`config.mk`:
```
export PLATFORM = sky130hd
export DESIGN_NAME = immediate_generator
export DESIGN_NICKNAME = d
export VERILOG_FILES = /design/src/rtl/immediate_generator.sv
export SDC_FILE = /design/constraint.sdc
export NUM_CORES = 1
export LEC_CHECK = 0
export BUFFER_PORTS_ARGS = -buffer_cell sky130_fd_sc_hd__clkbuf_2
export CAP_MARGIN = 25
export CELL_PAD_IN_SITES_DETAIL_PLACEMENT = 1
export CELL_PAD_IN_SITES_GLOBAL_PLACEMENT = 1
export CORE_ASPECT_RATIO = 1.4
export CORE_MARGIN = 8
export CORE_UTILIZATION = 45
export CTS_BUF_LIST = sky130_fd_sc_hd__clkbuf_8
export CTS_CLUSTER_DIAMETER = 150
export DETAILED_ROUTE_END_ITERATION = 7
export GPL_ROUTABILITY_DRIVEN = 0
export PLACE_DENSITY = 0.82
export SETUP_SLACK_MARGIN = 0.5
export SYNTH_ARGS = -nofsm -noshare
export SYNTH_HDL_FRONTEND = slang
export SYNTH_SLANG_ARGS = --single-unit
```
`constraint.sdc`:
```
create_clock -name clk -period 7.1 [get_ports clk]
set_clock_uncertainty 0.15 [all_clocks]
set_input_delay 1.42 -clock clk [delete_from_list [all_inputs] [get_ports clk]]
set_output_delay 1.42 -clock clk [all_outputs]
set_load 0.005 [all_outputs]
```
`src/rtl/immediate_generator.sv`:
```
// ---------------------------------------------------------------------------
// immediate_generator
//
// Decodes the immediate field of a RISC-V instruction word. The decoded
// result {imm, fmt, illegal} is queued in a two-entry in-order buffer. The
// head entry of that buffer drives the outputs.
//
// Parameters
//   XLEN        immediate width, 32 or 64
//   FIFO_DEPTH  number of buffer entries (only 2 is supported)
//
// Ports
//   clk          rising-edge clock
//   rst          synchronous active-high reset; overrides flush and handshakes
//   flush        synchronous buffer clear; overrides a push or pop in the same cycle
//   in_valid     an instruction is offered on 'instruction'
//   in_ready     the buffer has a free entry (depends only on occupancy)
//   instruction  32-bit RISC-V instruction word
//   out_valid    the buffer holds at least one result
//   out_ready    the consumer takes the head result this cycle
//   imm          extended immediate of the head entry (0 when empty)
//   fmt          format code of the head entry: 0=R 1=I 2=S 3=B 4=U 5=J 7=ILLEGAL
//   illegal      the head entry came from an unrecognised opcode
// ---------------------------------------------------------------------------
module immediate_generator #(
  parameter int XLEN       = 32,
  parameter int FIFO_DEPTH = 2
) (
  input  logic            clk,
  input  logic            rst,
  input  logic            flush,
  input  logic            in_valid,
  output logic            in_ready,
  input  logic [31:0]     instruction,
  output logic            out_valid,
  input  logic            out_ready,
  output logic [XLEN-1:0] imm,
  output logic [2:0]      fmt,
  output logic            illegal
);

  typedef enum logic [2:0] {
    FMT_R       = 3'd0,
    FMT_I       = 3'd1,
    FMT_S       = 3'd2,
    FMT_B       = 3'd3,
    FMT_U       = 3'd4,
    FMT_J       = 3'd5,
    FMT_ILLEGAL = 3'd7
  } immFormatT;

  localparam logic [1:0] DEPTH = 2'(FIFO_DEPTH);

  logic [6:0]      opcode;
  logic [2:0]      funct3;
  logic            isShift;
  immFormatT       decFmt;
  logic [XLEN-1:0] decImm;

  logic [XLEN-1:0] immMemQ [0:1];
  immFormatT       fmtMemQ [0:1];
  logic            illMemQ [0:1];

  logic [1:0] countQ, countD;
  logic       wrPtrQ, wrPtrD;
  logic       rdPtrQ, rdPtrD;
  logic       push, pop;

  assign opcode = instruction[6:0];
  assign funct3 = instruction[14:12];

  // Shift-immediate opcodes reuse the I-type field, but only the shamt bits
  // belong in imm; the funct7/funct6 bits above it must be dropped. The
  // 32-bit-word variant (0011011) only exists on RV64.
  assign isShift = ((funct3 == 3'b001) || (funct3 == 3'b101)) &&
                   ((opcode == 7'b0010011) ||
                    ((opcode == 7'b0011011) && (XLEN == 64)));

  always_comb begin
    decFmt = FMT_ILLEGAL;
    decImm = '0;
    case (opcode)
      7'b0000011, 7'b0010011, 7'b1100111, 7'b1110011: decFmt = FMT_I;
      7'b0011011: if (XLEN == 64) decFmt = FMT_I;
      7'b0100011: decFmt = FMT_S;
      7'b1100011: decFmt = FMT_B;
      7'b0110111, 7'b0010111: decFmt = FMT_U;
      7'b1101111: decFmt = FMT_J;
      7'b0110011: decFmt = FMT_R;
      7'b0111011: if (XLEN == 64) decFmt = FMT_R;
      default: decFmt = FMT_ILLEGAL;
    endcase

    case (decFmt)
      FMT_I: decImm = XLEN'($signed(instruction[31:20]));
      FMT_S: decImm = XLEN'($signed({instruction[31:25], instruction[11:7]}));
      FMT_B: decImm = XLEN'($signed({instruction[31], instruction[7],
                                      instruction[30:25], instruction[11:8], 1'b0}));
      FMT_U: decImm = XLEN'($signed({instruction[31:12], 12'b0}));
      FMT_J: decImm = XLEN'($signed({instruction[31], instruction[19:12],
                                      instruction[20], instruction[30:21], 1'b0}));
      default: decImm = '0;
    endcase

    if (isShift) begin
      if ((XLEN == 64) && (opcode == 7'b0010011))
        decImm = XLEN'(instruction[25:20]);
      else
        decImm = XLEN'(instruction[24:20]);
    end
  end

  // Ready comes from registered occupancy alone, so it never combinationally
  // depends on out_ready.
  assign in_ready  = (countQ < DEPTH);
  assign out_valid = (countQ != 2'd0);
  assign push      = in_valid && in_ready;
  assign pop       = out_valid && out_ready;

  always_comb begin
    countD = countQ;
    wrPtrD = wrPtrQ;
    rdPtrD = rdPtrQ;
    if (flush) begin
      countD = 2'd0;
      wrPtrD = 1'b0;
      rdPtrD = 1'b0;
    end else begin
      if (push) wrPtrD = wrPtrQ + 1'b1;
      if (pop)  rdPtrD = rdPtrQ + 1'b1;
      case ({push, pop})
        2'b10:   countD = countQ + 2'd1;
        2'b01:   countD = countQ - 2'd1;
        default: countD = countQ;
      endcase
    end
  end

  always_ff @(posedge clk) begin
    if (rst) begin
      countQ <= 2'd0;
      wrPtrQ <= 1'b0;
      rdPtrQ <= 1'b0;
    end else begin
      countQ <= countD;
      wrPtrQ <= wrPtrD;
      rdPtrQ <= rdPtrD;
    end
  end

  // Entry storage needs no reset. Occupancy decides which entries are live.
  always_ff @(posedge clk) begin
    if (push && !flush && !rst) begin
      immMemQ[wrPtrQ] <= decImm;
      fmtMemQ[wrPtrQ] <= decFmt;
      illMemQ[wrPtrQ] <= (decFmt == FMT_ILLEGAL);
    end
  end

  // An empty buffer shows the reset values rather than stale entries.
  assign imm     = out_valid ? immMemQ[rdPtrQ] : '0;
  assign fmt     = out_valid ? fmtMemQ[rdPtrQ] : FMT_R;
  assign illegal = out_valid ? illMemQ[rdPtrQ] : 1'b0;

endmodule

```
==> impl_metrics.env, run 1 <==
export IMPL_hold_viol_final=0
export IMPL_vias=2580
export IMPL_cts_resized=0
export IMPL_route_met2_wl_um=4940
export IMPL_dieHeight_um=123
export IMPL_die_w_um=92.2
export IMPL_timing_hold_worst_class="reg -> reg"
export IMPL_htree_num_levels=3
export IMPL_p_switching_mw=0.218
export IMPL_drv_cap=0
export IMPL_diodes=0
export IMPL_powerDensity_nw_per_um2=204
export IMPL_io_buffers=74
export IMPL_period_minus_slack_ns=3.46
export IMPL_finalHoldWorstSlack_ns=0.393
export IMPL_fillCellCount=865
export IMPL_cts_tree="built"
export IMPL_critical_path_class="reg -> out"
export IMPL_drive_above_1_share_pct=29.2
export IMPL_async_flop_share_pct=0
export IMPL_relSlewSlack_pct=51.6
export IMPL_drt_met1_wl_um=3620
export IMPL_cts_hold_buf=0
export IMPL_synthFlopType="edfxtp_1"
export IMPL_p_int_mw=0.665
export IMPL_grt_usage_pct=16.3
export IMPL_sequentialPowerShare_pct=57.4
export IMPL_grt_max_degree=37
export IMPL_synth_cells=290
export IMPL_clkTransAtPathRegs_ns=0.07
export IMPL_critPathLaunchType="flop"
export IMPL_setup_viol=0
export IMPL_mostFrequentLayoutCell="clkbuf_2"
export IMPL_cp_required_ns=5.53
export IMPL_synth_cell_types=46
export IMPL_final_setup_tns_ns=0
export IMPL_arrival_ns=1.89
export IMPL_cts_buffers=9
export IMPL_ys_ff_latch=77
export IMPL_power_frac_comb_pct=10.6
export IMPL_synth_avg_cell_area_um2=12.6
export IMPL_synth_edff_count=72
export IMPL_dp_hpwl_um=6650
export IMPL_syn_nets=328
export IMPL_grt_pass1_wl_um=14100
export IMPL_drtIter0Drc=166
export IMPL_rsz0062_at_grt="no"
export IMPL_top_layer_used="met4"
export IMPL_fmax_ghz=0.289
export IMPL_cp_max_fo=19
export IMPL_slew_violations=0
export IMPL_final_cell_mix="clkbuf_2 (74), edfxtp_1 (72), nor2_1 (39), mux2i_1 (36), nand2_1 (16)"
export IMPL_drt_pass1_iterations=4
export IMPL_netlist_area_um2=3660
export IMPL_clock_power_share_pct=32.0
export IMPL_syn2layout_area_growth_pct=18.0
export IMPL_power_mw=0.882
export IMPL_grt_antenna_before_repair=0
export IMPL_yosysWarnings=0
export IMPL_initial_core_util_pct=45.5
export IMPL_leakagePower_nw=1.67
export IMPL_fp_row_count=39
export IMPL_grt_remaining_overflow=0
export IMPL_drc=0
export IMPL_tightest_slew_ns=0.726
export IMPL_peakVddDrop_uv=97.4
export IMPL_clock_latency_ns=0.34
export IMPL_end_kind="primary output"
export IMPL_power_switching_share_pct=24.7
export IMPL_wl_um=9060
export IMPL_wl_per_cell_um=19.2
export IMPL_cts_setup_buffers=0
export IMPL_status="finished clean"
export IMPL_core_um2=8050
export IMPL_grt_pass1_vias=2717
export IMPL_final_net_count=403
export IMPL_ys_seq_area_share_pct=61.8
export IMPL_via_per_inst=5.47
export IMPL_cts_sinks=77
export IMPL_clk_path_buf_depth=2
export IMPL_detail_route_antenna_nets=0
export IMPL_ios=75
export IMPL_period_share_pct=48.7
export IMPL_die_area_um2=11300
export IMPL_cts_root_buf="clkbuf_8"
export IMPL_wl_met3_um=324
-- final timing paths --
| check | start | end | slack [ns] | depth (start not counted) |
|---|---|---|---|---|
| worst max-delay path | flop | imm[20] | 3.64 | 4 |
| worst max register to register | countQ[1]$_SDFFE_PP0P_ | countQ[1]$_SDFFE_PP0P_ | 4.94 | 7 |
| worst min register to register | rdPtrQ$_SDFFE_PP0P_ | flop | 0.39 | 2 |
| worst min-delay path | rdPtrQ$_SDFFE_PP0P_ | flop | 0.39 | 2 |
-- power by group through the flow --
stage	Sequential, mW	Combinational (mW)	Clock, mW
4_1_cts	0.506	0.0949	0.291
6_report	0.506	0.0934	0.283
3_5_place_dp	0.517	0.0946	0
5_1_grt	0.507	0.103	0.312
2_1_floorplan	0.515	0.0518	0
3_3_place_gp	0.517	0.0893	0
-- metal layers --
metal  up-vias  track usage [%]
li1       1215                -
met1      1281             17.4
met2        71             30.1
met3        13             2.75
met4         0             8.09
met5         -                0
-- Yosys cell counts (2+ instances only) --
master / count / area (µm²)
edfxtp_1: 72 / 2160
nor2_1: 40 / 150
mux2i_1: 36 / 360
nand2_1: 16 / 60.1
a21oi_1: 13 / 65.1
and2_1: 10 / 62.6
and3_1: 10 / 62.6
o21a_1: 8 / 60.1
nor3_1: 7 / 35.0
buf_2: 6 / 30.0
clkbuf_1: 6 / 22.5
inv_1: 6 / 22.5
dfxtp_1: 5 / 100
a22o_1: 4 / 35.0
nand3_1: 4 / 20.0
o21ai_0: 4 / 20.0
xnor2_1: 4 / 35.0
buf_4: 3 / 22.5
nor2b_1: 3 / 18.8
nor4_1: 3 / 18.8
and3b_1: 2 / 17.5
buf_6: 2 / 22.5
nand4b_1: 2 / 17.5
nor4bb_1: 2 / 20.0
-- registers in the layout, summed over array words and instances (netlist names), named ones only --
name / cells
countQ: 2
fmtMemQ: 6
illMemQ: 2
immMemQ: 64
rdPtrQ: 1
wrPtrQ: 1
-- critical path, stage by stage, from the launching register on --
cell	delay [ns]
dfxtp_2	0.74
buf_16	0.25
mux2i_1	0.32
nor2_1	0.08
clkbuf_2	0.15
-- kinds of logic after synthesis --
family / Yosys count / share of synthesized area (%)
mux: 36 / 9.84
compound gates: 35 / 7.31
xor+xnor: 5 / 1.20
flops: 77 / 61.8
simple gates: 112 / 16.2
fa+ha+maj: 1 / 0.342
buf+inv: 24 / 3.38
-- area by class of cell --
class                   count  area (µm²)  share of cell area (%)
repair buffers             82         448                    10.4
well taps                 102         128                    2.95
inverters                   6        22.5                   0.521
clock inverters             7        43.8                    1.01
flip-flops and latches     77        2260                    52.4
clock buffers               9         124                    2.87
multi-input cells         189        1290                    29.9
-- stage by stage --
stage	instances	utilization, %	worst slack [ns]	instance area, µm²
after global placement	454	51.2	3.60	4120
after CTS	472	53.7	3.58	4320
after detailed placement	456	51.6	3.41	4150
after floorplan	290	-	0.971	3660
final	472	53.7	3.64	4320
after global routing	472	53.7	3.51	4320
(Power assumes the default switching activity.)
==> inputs of run 2 (changes only) <==
==> constraint.sdc (replaced) <==
create_clock -name clk -period 3.4 [get_ports clk]
set_clock_uncertainty 0.15 [all_clocks]
set_input_delay 0.68 -clock clk [delete_from_list [all_inputs] [get_ports clk]]
set_output_delay 0.68 -clock clk [all_outputs]
set_load 0.005 [all_outputs]
==> run 2 against run 1 <==
  * Setup slack lost 2.9 ns
  * Utilization is 0.25 points higher
  * Combinational power up 110%
  * Global-route usage is essentially flat
  * First-iteration DRC count decreased by 3.0%
  * Via count grew 0.62%
  * Total power grew 110%
  * Final cell count is the same
  * Wire length down 0.53%
  * Clock power increased by 130%
  * Cell area rose by 0.46%
  * Sequential share of layout area is 0.24 points lower
==> impl_metrics.env, run 2 (synthesis gave the netlist of run 1 again) <==
export IMPL_dieHeight_um=123
export IMPL_worst_r2r_setup_slack_ns=1.34
export IMPL_setup_viol=0
export IMPL_r2r_end="countQ[1]$_SDFFE_PP0P_"
export IMPL_critical_path_class="reg -> out"
export IMPL_relSlewSlack_pct=59.6
export IMPL_end_kind="primary output"
export IMPL_ios=75
export IMPL_rsz0062_at_grt="no"
export IMPL_crit_family="flip-flops"
export IMPL_fp_row_count=39
export IMPL_die_area_um2=11300
export IMPL_vias=2596
export IMPL_slew_violations=0
export IMPL_drv_cap=0
export IMPL_cp_required_ns=2.57
export IMPL_clock_latency_ns=0.35
export IMPL_final_cell_mix="clkbuf_2 (74), edfxtp_1 (72), nor2_1 (39), mux2i_1 (36), nand2_1 (16)"
export IMPL_leakagePower_nw=1.68
export IMPL_clk_path_buf_depth=2
export IMPL_peakVddDrop_uv=222
export IMPL_cts_hold_buf=0
export IMPL_grt_usage_pct=16.3
export IMPL_place_ws_ns=0.519
export IMPL_grt_antenna_before_repair=0
export IMPL_final_area_um2=4340
export IMPL_cts_setup_buffers=0
export IMPL_arrival_ns=1.80
export IMPL_die_w_um=92.2
export IMPL_critPathLaunchType="flop"
export IMPL_htree_num_levels=3
export IMPL_cp_max_fo=19
export IMPL_largest_reg_flops=64
export IMPL_placed_area_um2=4160
export IMPL_tightest_slew_ns=0.605
export IMPL_drc=0
export IMPL_drt_pass1_iterations=4
export IMPL_final_cells=472
export IMPL_grt_pass1_vias=2758
export IMPL_period_minus_slack_ns=2.63
export IMPL_core_um2=8050
export IMPL_grt_max_degree=37
export IMPL_cts_resized=0
export IMPL_timing_critical_path_buf_inv=2
export IMPL_slowest_stage="dfxtp_2"
export IMPL_utilization_pct=53.9
export IMPL_diodes=0
export IMPL_clkTransAtPathRegs_ns=0.07
export IMPL_cts_tree="built"
export IMPL_wl_per_cell_um=19.1
export IMPL_detail_route_antenna_nets=0
export IMPL_final_setup_worst_slack_ns=0.773
export IMPL_timing_hold_worst_class="reg -> reg"
export IMPL_fmax_ghz=0.381
export IMPL_status="finished clean"
export IMPL_r2r_start="countQ[1]$_SDFFE_PP0P_"
export IMPL_drtIter0Drc=161
export IMPL_crit_path_max_incr_delay_ns=0.71
export IMPL_cts_sinks=77
export IMPL_dp_cells=457
export IMPL_cts_buffers=9
export IMPL_dp_hpwl_um=6580
export IMPL_drive_above_1_share_pct=28.9
export IMPL_mostFrequentLayoutCell="clkbuf_2"
export IMPL_syn2layout_area_growth_pct=18.5
export IMPL_cp_cell_sequence="buf_4, mux2i_1, nor2_1, clkbuf_2"
export IMPL_initial_core_util_pct=45.5
export IMPL_cp_num_cells=4
export IMPL_final_setup_tns_ns=0
export IMPL_reg_largest_list="immMemQ (64), fmtMemQ (6)"
export IMPL_via_per_inst=5.50
export IMPL_period_share_pct=77.3
export IMPL_grt_pass1_wl_um=14200
export IMPL_hold_viol_final=0
export IMPL_io_buffers=74
export IMPL_final_net_count=404
export IMPL_grt_remaining_overflow=0
export IMPL_cts_root_buf="clkbuf_8"
export IMPL_rr_worst_depth=7
export IMPL_endpoint="imm[2]"
export IMPL_wl_um=9010
export IMPL_powerDensity_nw_per_um2=437
export IMPL_regMostFlops="immMemQ"
==> run 2: power breakdown <==
| part | internal [mW] | switching [mW] |
|---|---|---|
| Combinational | 0.0808 | 0.114 |
| Clock | 0.327 | 0.317 |
| Sequential | 1.05 | 0.00985 |
| Total | 1.46 | 0.440 |
==> run 2: worst register-to-register path: stages, from the launching register on <==
cell and delay (ns):
dfxtp_1 0.35, nor2_2 0.48, inv_1 0.12, and2_1 0.21
ha_1 0.31, nor2_1 0.14, xnor2_1 0.13, nor3_1 0.06
==> run 2: how the worst min path moves through the flow <==
stage                        startpoint    to  slack (ns)  cells past startpoint
floorplan           rdPtrQ$_SDFFE_PP0P_  flop        0.37                      2
global placement    rdPtrQ$_SDFFE_PP0P_  flop        0.38                      2
detailed placement  rdPtrQ$_SDFFE_PP0P_  flop        0.39                      2
CTS                 rdPtrQ$_SDFFE_PP0P_  flop        0.41                      2
global route        rdPtrQ$_SDFFE_PP0P_  flop        0.43                      2
finish              rdPtrQ$_SDFFE_PP0P_  flop        0.41                      2
==> run 2: cell type report <==
| type | instances | area (µm²) |
|---|---|---|
| Multi-Input combinational cell | 189 | 1310 |
| Inverter | 6 | 22.5 |
| Timing Repair Buffer | 83 | 438 |
| Tap cell | 102 | 128 |
| Sequential cell | 77 | 2260 |
| Clock inverter | 6 | 56.3 |
| Clock buffer | 9 | 124 |
| Fill cell | 889 | 3710 |
==> run 2: layer usage <==
metal | global-route usage, % | wire (µm) | vias up
li1 | - | - | 1218
met1 | 17.6 | 3450 | 1269
met2 | 28.6 | 4840 | 94
met3 | 4.16 | 500 | 15
met4 | 9.10 | 226 | 0
met5 | 0 | 0 | -
==> run 2: per-stage QoR <==
stage                     hold WS, ns  power, mW
after CTS                       0.405       1.92
final                           0.408       1.90
after floorplan                 0.368       1.18
after detailed placement        0.389       1.28
after global placement          0.376       1.27
after global routing            0.430       1.97
==> inputs of run 3 (changes only) <==
--- a/config.mk
+++ b/config.mk
@@ -11,12 +11,12 @@
 export CELL_PAD_IN_SITES_GLOBAL_PLACEMENT = 1
 export CORE_ASPECT_RATIO = 1.4
 export CORE_MARGIN = 8
-export CORE_UTILIZATION = 45
+export CORE_UTILIZATION = 41
 export CTS_BUF_LIST = sky130_fd_sc_hd__clkbuf_8
 export CTS_CLUSTER_DIAMETER = 150
 export DETAILED_ROUTE_END_ITERATION = 7
 export GPL_ROUTABILITY_DRIVEN = 0
-export PLACE_DENSITY = 0.82
+export PLACE_DENSITY = 0.78
 export SETUP_SLACK_MARGIN = 0.5
 export SYNTH_ARGS = -nofsm -noshare
 export SYNTH_HDL_FRONTEND = slang
==> constraint.sdc (replaced) <==
create_clock -name clk -period 2.2 [get_ports clk]
set_clock_uncertainty 0.15 [all_clocks]
set_input_delay 0.44 -clock clk [delete_from_list [all_inputs] [get_ports clk]]
set_output_delay 0.44 -clock clk [all_outputs]
set_load 0.005 [all_outputs]
==> run 3 against run 2 <==
  * Global-route usage increased by 2.9 points
  * Setup slack got worse by 0.59 ns
  * Cell area increased by 25%
  * Critical endpoint unchanged
  * Hold slack got worse by 0.14 ns
  * Sequential cell count stayed put
  * Via count is 9.5% higher
  * Sequential power up 54%
  * Utilization up 7.0 points
==> impl_metrics.env, run 3 (synthesis gave the netlist of run 1 again) <==
export IMPL_status="finished clean"
export IMPL_setup_viol=0
export IMPL_final_setup_tns_ns=0
export IMPL_cp_required_ns=1.61
export IMPL_drive_above_1_share_pct=47.8
export IMPL_grt_remaining_overflow=0
export IMPL_power_mw=3.25
export IMPL_clk_path_buf_depth=2
export IMPL_syn2layout_area_growth_pct=47.7
export IMPL_regMostFlops="immMemQ"
export IMPL_fp_row_count=41
export IMPL_peakVddDrop_uv=385
export IMPL_drtIter0Drc=131
export IMPL_cp_cell_sequence="buf_12, clkbuf_16, mux2i_1, nor2_1, clkbuf_2"
export IMPL_die_w_um=95.9
export IMPL_via_per_inst=5.48
export IMPL_fmax_ghz=0.495
export IMPL_final_net_count=446
export IMPL_slowest_stage="dfxtp_4"
export IMPL_cts_sinks=77
export IMPL_io_buffers=74
export IMPL_grt_pass1_wl_um=17300
export IMPL_dp_hpwl_um=6620
export IMPL_period_share_pct=91.8
export IMPL_initial_core_util_pct=41.3
export IMPL_placed_area_um2=4370
export IMPL_place_ws_ns=0.00545
export IMPL_die_area_um2=12300
export IMPL_slew_violations=0
export IMPL_powerDensity_nw_per_um2=601
export IMPL_final_setup_worst_slack_ns=0.180
export IMPL_grt_antenna_before_repair=0
export IMPL_reg_largest_list="immMemQ (64), fmtMemQ (6)"
export IMPL_final_cell_mix="edfxtp_1 (72), clkbuf_2 (67), nor2_1 (38), mux2i_1 (27), buf_4 (24)"
export IMPL_critical_path_class="reg -> out"
export IMPL_tightest_slew_ns=0.490
export IMPL_leakagePower_nw=2.08
export IMPL_relSlewSlack_pct=67.1
export IMPL_ios=75
export IMPL_drc=0
export IMPL_crit_path_max_incr_delay_ns=0.41
export IMPL_final_area_um2=5410
export IMPL_diodes=0
export IMPL_arrival_ns=1.43
export IMPL_hold_viol_final=0
export IMPL_utilization_pct=60.9
export IMPL_cts_hold_buf=0
export IMPL_drv_cap=0
export IMPL_vias=2843
export IMPL_grt_usage_pct=19.2
export IMPL_clock_latency_ns=0.35
export IMPL_wl_um=12400
export IMPL_drt_pass1_iterations=4
export IMPL_cts_root_buf="clkbuf_8"
export IMPL_cts_tree="built"
export IMPL_grt_pass1_vias=3053
export IMPL_largest_reg_flops=64
export IMPL_clkTransAtPathRegs_ns=0.08
export IMPL_rsz0062_at_grt="yes"
export IMPL_cp_max_fo=4
export IMPL_timing_critical_path_buf_inv=3
export IMPL_detail_route_antenna_nets=0
export IMPL_grt_max_degree=37
export IMPL_end_kind="primary output"
export IMPL_period_minus_slack_ns=2.02
export IMPL_crit_family="flip-flops"
export IMPL_dieHeight_um=128
export IMPL_cts_buffers=9
export IMPL_htree_num_levels=3
export IMPL_mostFrequentLayoutCell="edfxtp_1"
export IMPL_wl_per_cell_um=24.0
export IMPL_core_um2=8870
export IMPL_critPathLaunchType="flop"
export IMPL_timing_hold_worst_class="in -> reg"
-- run 3: changes by cell type in the layout (fill, tap and decap cells not counted), sizes merged --
cell	previous run	this run
buf	9	51
clkinv	2	4
clkinvlp	2	0
bufinv	1	2
clkbuf	83	82
inv	7	6
o221a	1	2
-- run 3: metal layers --
layer / track usage (%) / vias up / share of wire, %
met2: 35.4 / 86 / 55
met3: 4.40 / 27 / 3.7
li1: - / 1324 / -
met5: 0 / - / 0
met1: 20.3 / 1406 / 37
met4: 6.90 / 0 / 3.5
-- run 3: layout make-up --
type	count	area (µm²)
flip-flops and latches	77	2270
clock buffers	9	124
repair buffers	124	1060
clock inverters	6	78.8
fillers	885	3470
multi-input cells	190	1710
well taps	107	134
inverters	6	22.5
-- run 3: final timing paths --
kind         cells after the start                    from                        to  slack (ns)
max                              5                    flop                    imm[2]        0.18
min                              2                     rst    countQ[1]$_SDFFE_PP0P_        0.26
max reg2reg                      5  countQ[1]$_SDFFE_PP0P_  immMemQ[1][18]$_DFFE_PP_        0.52
min reg2reg                      2     wrPtrQ$_SDFFE_PP0P_       wrPtrQ$_SDFFE_PP0P_        0.48
-- run 3: timing repair --
item | in CTS | in global routing
gates resized for setup | 49 | 41
endpoints found under the setup margin | 110 | 134
gates cloned | 5 | 6
pin swaps | 6 | 28
setup buffers | 11 | 11
-- run 3: metrics by stage --
stage	hold WS, ns	instances
finish	0.264	519
floorplan	0.367	290
global placement	0.386	471
detailed placement	0.400	471
CTS	0.254	502
global route	0.291	519
-- run 3: worst reg2reg max path, stage by stage (launching register included) --
cell     delay, ns
dfxtp_4       0.37
nor2b_4       0.14
inv_2         0.10
nor4b_4       0.22
buf_4         0.20
buf_8         0.20
-- run 3: where the power goes --
part           internal (mW)  leakage [nW]  switching [mW]
registers               1.62         0.740          0.0173
logic                  0.219          1.23           0.239
clock network          0.623         0.106           0.533
total                   2.46          2.08           0.790
